===== src/rtl/fb_pkg.sv =====
// rtl/fb_pkg.sv - shared framebuffer constants and reader FSM state encoding
//
// Purpose: frame geometry shared by the framebuffer read and write paths,
//          default reader parameters, and the reader state encoding.
// Ports:   none (package).

package fb_pkg;

    typedef enum logic [1:0] {
        IDLE = 2'd0,
        REQ  = 2'd1,
        WAIT = 2'd2,
        PUSH = 2'd3
    } fb_state_e;

    localparam int unsigned FB_H_PIXELS    = 640;
    localparam int unsigned FB_V_LINES     = 480;
    localparam int unsigned FB_BPP         = 32;
    localparam int unsigned FB_WORD_COUNT  = FB_H_PIXELS * FB_V_LINES;
    localparam int unsigned FB_ADDR_STRIDE = FB_BPP / 8;
    localparam int unsigned FB_CNT_W       = 19;

endpackage


===== src/rtl/fbreader.sv =====
// rtl/fbreader.sv - PLB master-read engine scanning one frame into a FIFO
//
// Purpose: on a start pulse, reads WORD_COUNT consecutive 32-bit words from
//          base_addr upward with single-beat PLB reads, one outstanding at a
//          time, and pushes each word into the display-side FIFO.
// Ports:
//   PLB_clk, reset_n         clock, asynchronous active-low reset
//   start, base_addr         frame request and frame base byte address
//   busy, frame_done         frame in progress / end-of-frame pulse
//   bus_error                sticky, set by any errored read in the frame
//   IP2Bus_MstRd_Req/_Addr   read request and byte address to the bus
//   Bus2IP_Mst_*             command ack, completion, error, read data
//   fifo_data/_wr_en/_full   scan-out FIFO write side

module fbreader
    import fb_pkg::*;
#(
    parameter int unsigned WORD_COUNT  = FB_WORD_COUNT,
    parameter int unsigned CNT_W       = FB_CNT_W,
    parameter int unsigned ADDR_STRIDE = FB_ADDR_STRIDE
) (
    input  logic        PLB_clk,
    input  logic        reset_n,
    input  logic        start,
    input  logic [31:0] base_addr,
    output logic        busy,
    output logic        frame_done,
    output logic        bus_error,
    output logic        IP2Bus_MstRd_Req,
    output logic [31:0] IP2Bus_Mst_Addr,
    input  logic        Bus2IP_Mst_CmdAck,
    input  logic        Bus2IP_Mst_Cmplt,
    input  logic        Bus2IP_Mst_Error,
    input  logic [31:0] Bus2IP_MstRd_d,
    output logic [31:0] fifo_data,
    output logic        fifo_wr_en,
    input  logic        fifo_full
);

    localparam logic [CNT_W-1:0] LAST_IDX = CNT_W'(WORD_COUNT - 1);
    localparam logic [31:0]      STRIDE   = 32'(ADDR_STRIDE);

    fb_state_e         state_q, state_d;
    logic [CNT_W-1:0]  index_q, index_d;
    logic [31:0]       addr_q,  addr_d;
    logic [31:0]       data_q,  data_d;
    logic              busy_q,  busy_d;
    logic              done_q,  done_d;
    logic              err_q,   err_d;

    always_ff @(posedge PLB_clk or negedge reset_n) begin
        if (!reset_n) begin
            state_q <= IDLE;
            index_q <= '0;
            addr_q  <= '0;
            data_q  <= '0;
            busy_q  <= 1'b0;
            done_q  <= 1'b0;
            err_q   <= 1'b0;
        end else begin
            state_q <= state_d;
            index_q <= index_d;
            addr_q  <= addr_d;
            data_q  <= data_d;
            busy_q  <= busy_d;
            done_q  <= done_d;
            err_q   <= err_d;
        end
    end

    always_comb begin
        state_d = state_q;
        index_d = index_q;
        addr_d  = addr_q;
        data_d  = data_q;
        busy_d  = busy_q;
        done_d  = 1'b0;
        err_d   = err_q;

        // An errored read still yields a (zero) pixel so the frame keeps its
        // geometry; the fault is only reported through the sticky flag.
        if ((state_q == WAIT && Bus2IP_Mst_Cmplt) ||
            (state_q == REQ && Bus2IP_Mst_CmdAck && Bus2IP_Mst_Cmplt)) begin
            if (Bus2IP_Mst_Error) begin
                data_d = 32'h0;
                err_d  = 1'b1;
            end else begin
                data_d = Bus2IP_MstRd_d;
            end
        end

        case (state_q)
            IDLE: begin
                if (start) begin
                    addr_d  = base_addr;
                    index_d = '0;
                    err_d   = 1'b0;
                    busy_d  = 1'b1;
                    state_d = REQ;
                end
            end
            REQ: begin
                if (Bus2IP_Mst_CmdAck) begin
                    state_d = Bus2IP_Mst_Cmplt ? PUSH : WAIT;
                end
            end
            WAIT: begin
                if (Bus2IP_Mst_Cmplt) begin
                    state_d = PUSH;
                end
            end
            PUSH: begin
                if (!fifo_full) begin
                    if (index_q == LAST_IDX) begin
                        done_d  = 1'b1;
                        busy_d  = 1'b0;
                        state_d = IDLE;
                    end else begin
                        index_d = index_q + 1'b1;
                        addr_d  = addr_q + STRIDE;
                        state_d = REQ;
                    end
                end
            end
            default: state_d = IDLE;
        endcase
    end

    assign IP2Bus_MstRd_Req = (state_q == REQ);
    assign IP2Bus_Mst_Addr  = addr_q;
    // The write strobe follows fifo_full in the same cycle so a word is never
    // written into a full FIFO and is written the first cycle space appears.
    assign fifo_wr_en       = (state_q == PUSH) && !fifo_full;
    assign fifo_data        = data_q;
    assign busy             = busy_q;
    assign frame_done       = done_q;
    assign bus_error        = err_q;

endmodule

===== config.mk =====
export PLATFORM = sky130hd
export DESIGN_NAME = fbreader
export DESIGN_NICKNAME = d
export VERILOG_FILES = /design/src/rtl/fb_pkg.sv /design/src/rtl/fbreader.sv
export SDC_FILE = /design/constraint.sdc
export NUM_CORES = 1
export LEC_CHECK = 0
export BUFFER_PORTS_ARGS = -buffer_cell sky130_fd_sc_hd__buf_2
export CORE_MARGIN = 4
export CORE_UTILIZATION = 30
export DETAILED_ROUTE_END_ITERATION = 8
export SYNTH_ARGS = -nofsm -noshare
export SYNTH_HDL_FRONTEND = slang
export SYNTH_SLANG_ARGS = --single-unit

===== constraint.sdc =====
create_clock -name PLB_clk -period 2.67 [get_ports PLB_clk]
set_clock_uncertainty 0.1 [all_clocks]
set_input_delay 0.267 -clock PLB_clk [delete_from_list [all_inputs] [get_ports PLB_clk]]
set_output_delay 0.267 -clock PLB_clk [all_outputs]
set_load 0.03 [all_outputs]

==> impl_metrics.toml <==
[global_route]
grt_antenna_before_repair = 1
grt_pass1_vias = 4512
grt_use_total_pct = 16.5
grt-ovfl-total = 0
grt_pass1_wl_mm = 24.1
grt_max_degree = 36

[critical_path]
cp.required_ns = 2.82
cp.arrival_ns = 2.61
worst-path-max-fanout = 35
endpoint_kind = "register"
critical_path_class = "reg -> reg"
start_kind = "register"

[power]
power_density_nw_per_um2 = 1230
ir_drop_mv = 0.750
p_leak_nw = 2.81

[timing]
fmax_mhz = 407
fin_setup_tns_ns = 0
hold_violations = 0
period_needed_ns = 2.46
slew_headroom_pct = 45.8
timing.final.crit_share_pct = 92.0
setup_violations = 0
slew_viol_final = 0
rsz0062_at_grt = "no"
tightestPinTransition_ns = 0.809

[place]
port_buffers = 139
gp_congestion = 0.856
place_area_um2 = 5910
hpwl_mm = 10.9
placed_cells = 891

[synth]
synth_top_area_share_pct = 44.7
netlist_instances = 550
synth_seq_cells = 88
ys_seq_area_share_pct = 44.7
synth_cell_types = 61
synth_nets = 628
synth_flop_cell = "dfrtp_1"
ys_async_sr_fraction_pct = 100
yosysMostFrequentCell = "dfrtp_1"
yosys.area.top_type = "dfrtp_1"
synth_enable_flop_cells = 0
yosys_warnings = 0
synth.cell_area_um2 = 4920
syn_avg_cell_area_um2 = 8.95
ys_top_cells_by_area = "dfrtp_1 (45%), nand2_1 (6.3%), nand2b_1 (4.4%)"
ys_top_cells_by_count = "dfrtp_1 (88), nand2_1 (83), o21ai_0 (42)"

[floorplan]
initial_utilization_pct = 30.8
coreArea_um2 = 16000
die_h_um = 136
die-width_um = 136
rows = 46
ios = 140
die_area_um2 = 18500

[finish]
final_cell_area_um2 = 6240
regArea_um2 = 2200
stdcell_count = 910
diodes = 0
drive_above_1_share_pct = 26.5
syn2layout_area_growth_pct = 26.8
multiInputGateArea_um2 = 2550
fillerInstances = 1660
layout.nets = 767

[hold_path]
hold_path_class = "in -> reg"

[clock_tree]
cts_max_level = 3
cts-root-buf = "clkbuf_16"
clk_pin_slew_ns = 0.07
cts_setup_buffers = 0
numClockSinks = 88
ctsHoldBuffers = 3
cts_max_path_buffers = 2
cts_buffers = 9
clock_latency_ns = 0.35
tritoncts = "done"
cts-resized-gates = 0

[route]
wirelength_mm = 15.0
num_vias = 4688
wire_per_inst_um = 16.5
via_per_inst = 5.15
ant_nets = 0
drtIter0Drc = 308
drt_pass1_iterations = 5
remaining_drc_errors = 0

[job]
cap_viol_max_count = 0

[status]
outcome = "finished clean"
## metrics by stage
step                      total power, mW  setup WS, ns  utilization, %  hold WS [ns]
after floorplan                      5.05         0.445               -        -0.129
after global placement               6.36         0.266            36.9         0.150
after detailed placement             6.38         0.209            36.9         0.146
after CTS                            7.74         0.191            39.0        0.0374
after global routing                 8.23        0.0713            39.0        0.0591
final                                7.67         0.214            39.0        0.0507
## flip-flops by register name, indices dropped and copies added (netlist names)
| name | cells |
|---|---|
| index_q | 19 |
| frame_done | 1 |
| bus_error | 1 |
| state_q | 2 |
| busy | 1 |
| fifo_data | 32 |
| IP2Bus_Mst_Addr | 32 |
## per-layer routing
layer / vias up / GRT usage, % / wire [um]
li1: 2292 / - / -
met1: 2226 / 23.0 / 7050
met2: 158 / 25.0 / 6600
met3: 10 / 4.89 / 1190
met4: 2 / 4.09 / 135
met5: - / 0 / 13
## cell usage in the layout (no fill, tap or decap), types with 2 or more instances in the layout
master / count
nor3_1: 12
o41ai_1: 3
and4_1: 5
and2_1: 10
nor2b_1: 3
a221oi_1: 2
nand4_1: 10
nand2b_1: 35
dlygate4sd3_1: 3
and3_1: 8
o22ai_1: 18
or3_1: 6
buf_2: 138
o2111ai_1: 9
o21ai_1: 10
a211oi_1: 4
ha_1: 7
nand2_1: 82
clkinvlp_4: 2
a22oi_1: 3
a31oi_1: 5
nand3b_1: 5
mux2i_1: 20
or4_1: 3
nor4_1: 4
buf_4: 19
nand3_1: 14
o21ai_0: 42
o31a_1: 2
o31ai_1: 3
a21oi_1: 32
nor3b_1: 2
o211ai_1: 10
nor4bb_1: 2
clkbuf_16: 9
inv_1: 9
nor2_1: 23
dfrtp_1: 88
## where the power goes
group          switching, mW  internal (mW)  total (mW)
combinational           2.69           1.27        3.96
clock                  0.574          0.755        1.33
sequential             0.523           1.86        2.38
## final cells by class
cell class                 instances  area share, %
clock buffer                      10           3.83
clock inverter                     6           1.08
inverter                           9          0.541
multi-input combinational        420           40.8
sequential                        88           35.3
tap                              216           4.33
timing repair buffer             161           14.2
## final timing paths
check | slack [ns] | depth (start not counted) | startpoint | end
min in group asynchronous | 0.30 | 2 | reset_n | fifo_data[31]
setup / recovery | 0.21 | 7 | state_q[1] | IP2Bus_Mst_Addr[22]
hold reg to reg | 0.37 | 2 | IP2Bus_Mst_Addr[0] | IP2Bus_Mst_Addr[0]
setup reg to reg | 0.21 | 7 | state_q[1] | IP2Bus_Mst_Addr[22]
max in group asynchronous | 1.58 | 3 | reset_n | IP2Bus_Mst_Addr[21]
hold / removal | 0.05 | 2 | start | bus_error
## cell families after synthesis
logic type | Yosys count | synth area share, %
flip-flops | 88 | 44.7
adder cells (fa/ha/maj) | 7 | 1.78
AO/OA/AOI/OAI | 157 | 20.4
XOR/XNOR | 2 | 0.356
multiplexers | 21 | 4.29
buffers and inverters | 42 | 3.73
AND/OR/NAND/NOR | 233 | 24.7
## worst max-delay path: stages (launching register included)
cell and delay [ns]:
dfrtp_1 0.39, ha_1 0.46, nor2_1 0.17, a211oi_4 0.25
buf_4 0.40, nand2_1 0.13, o31a_1 0.25, a211oi_1 0.20
No activity file was read; power rests on OpenSTA's default activity.
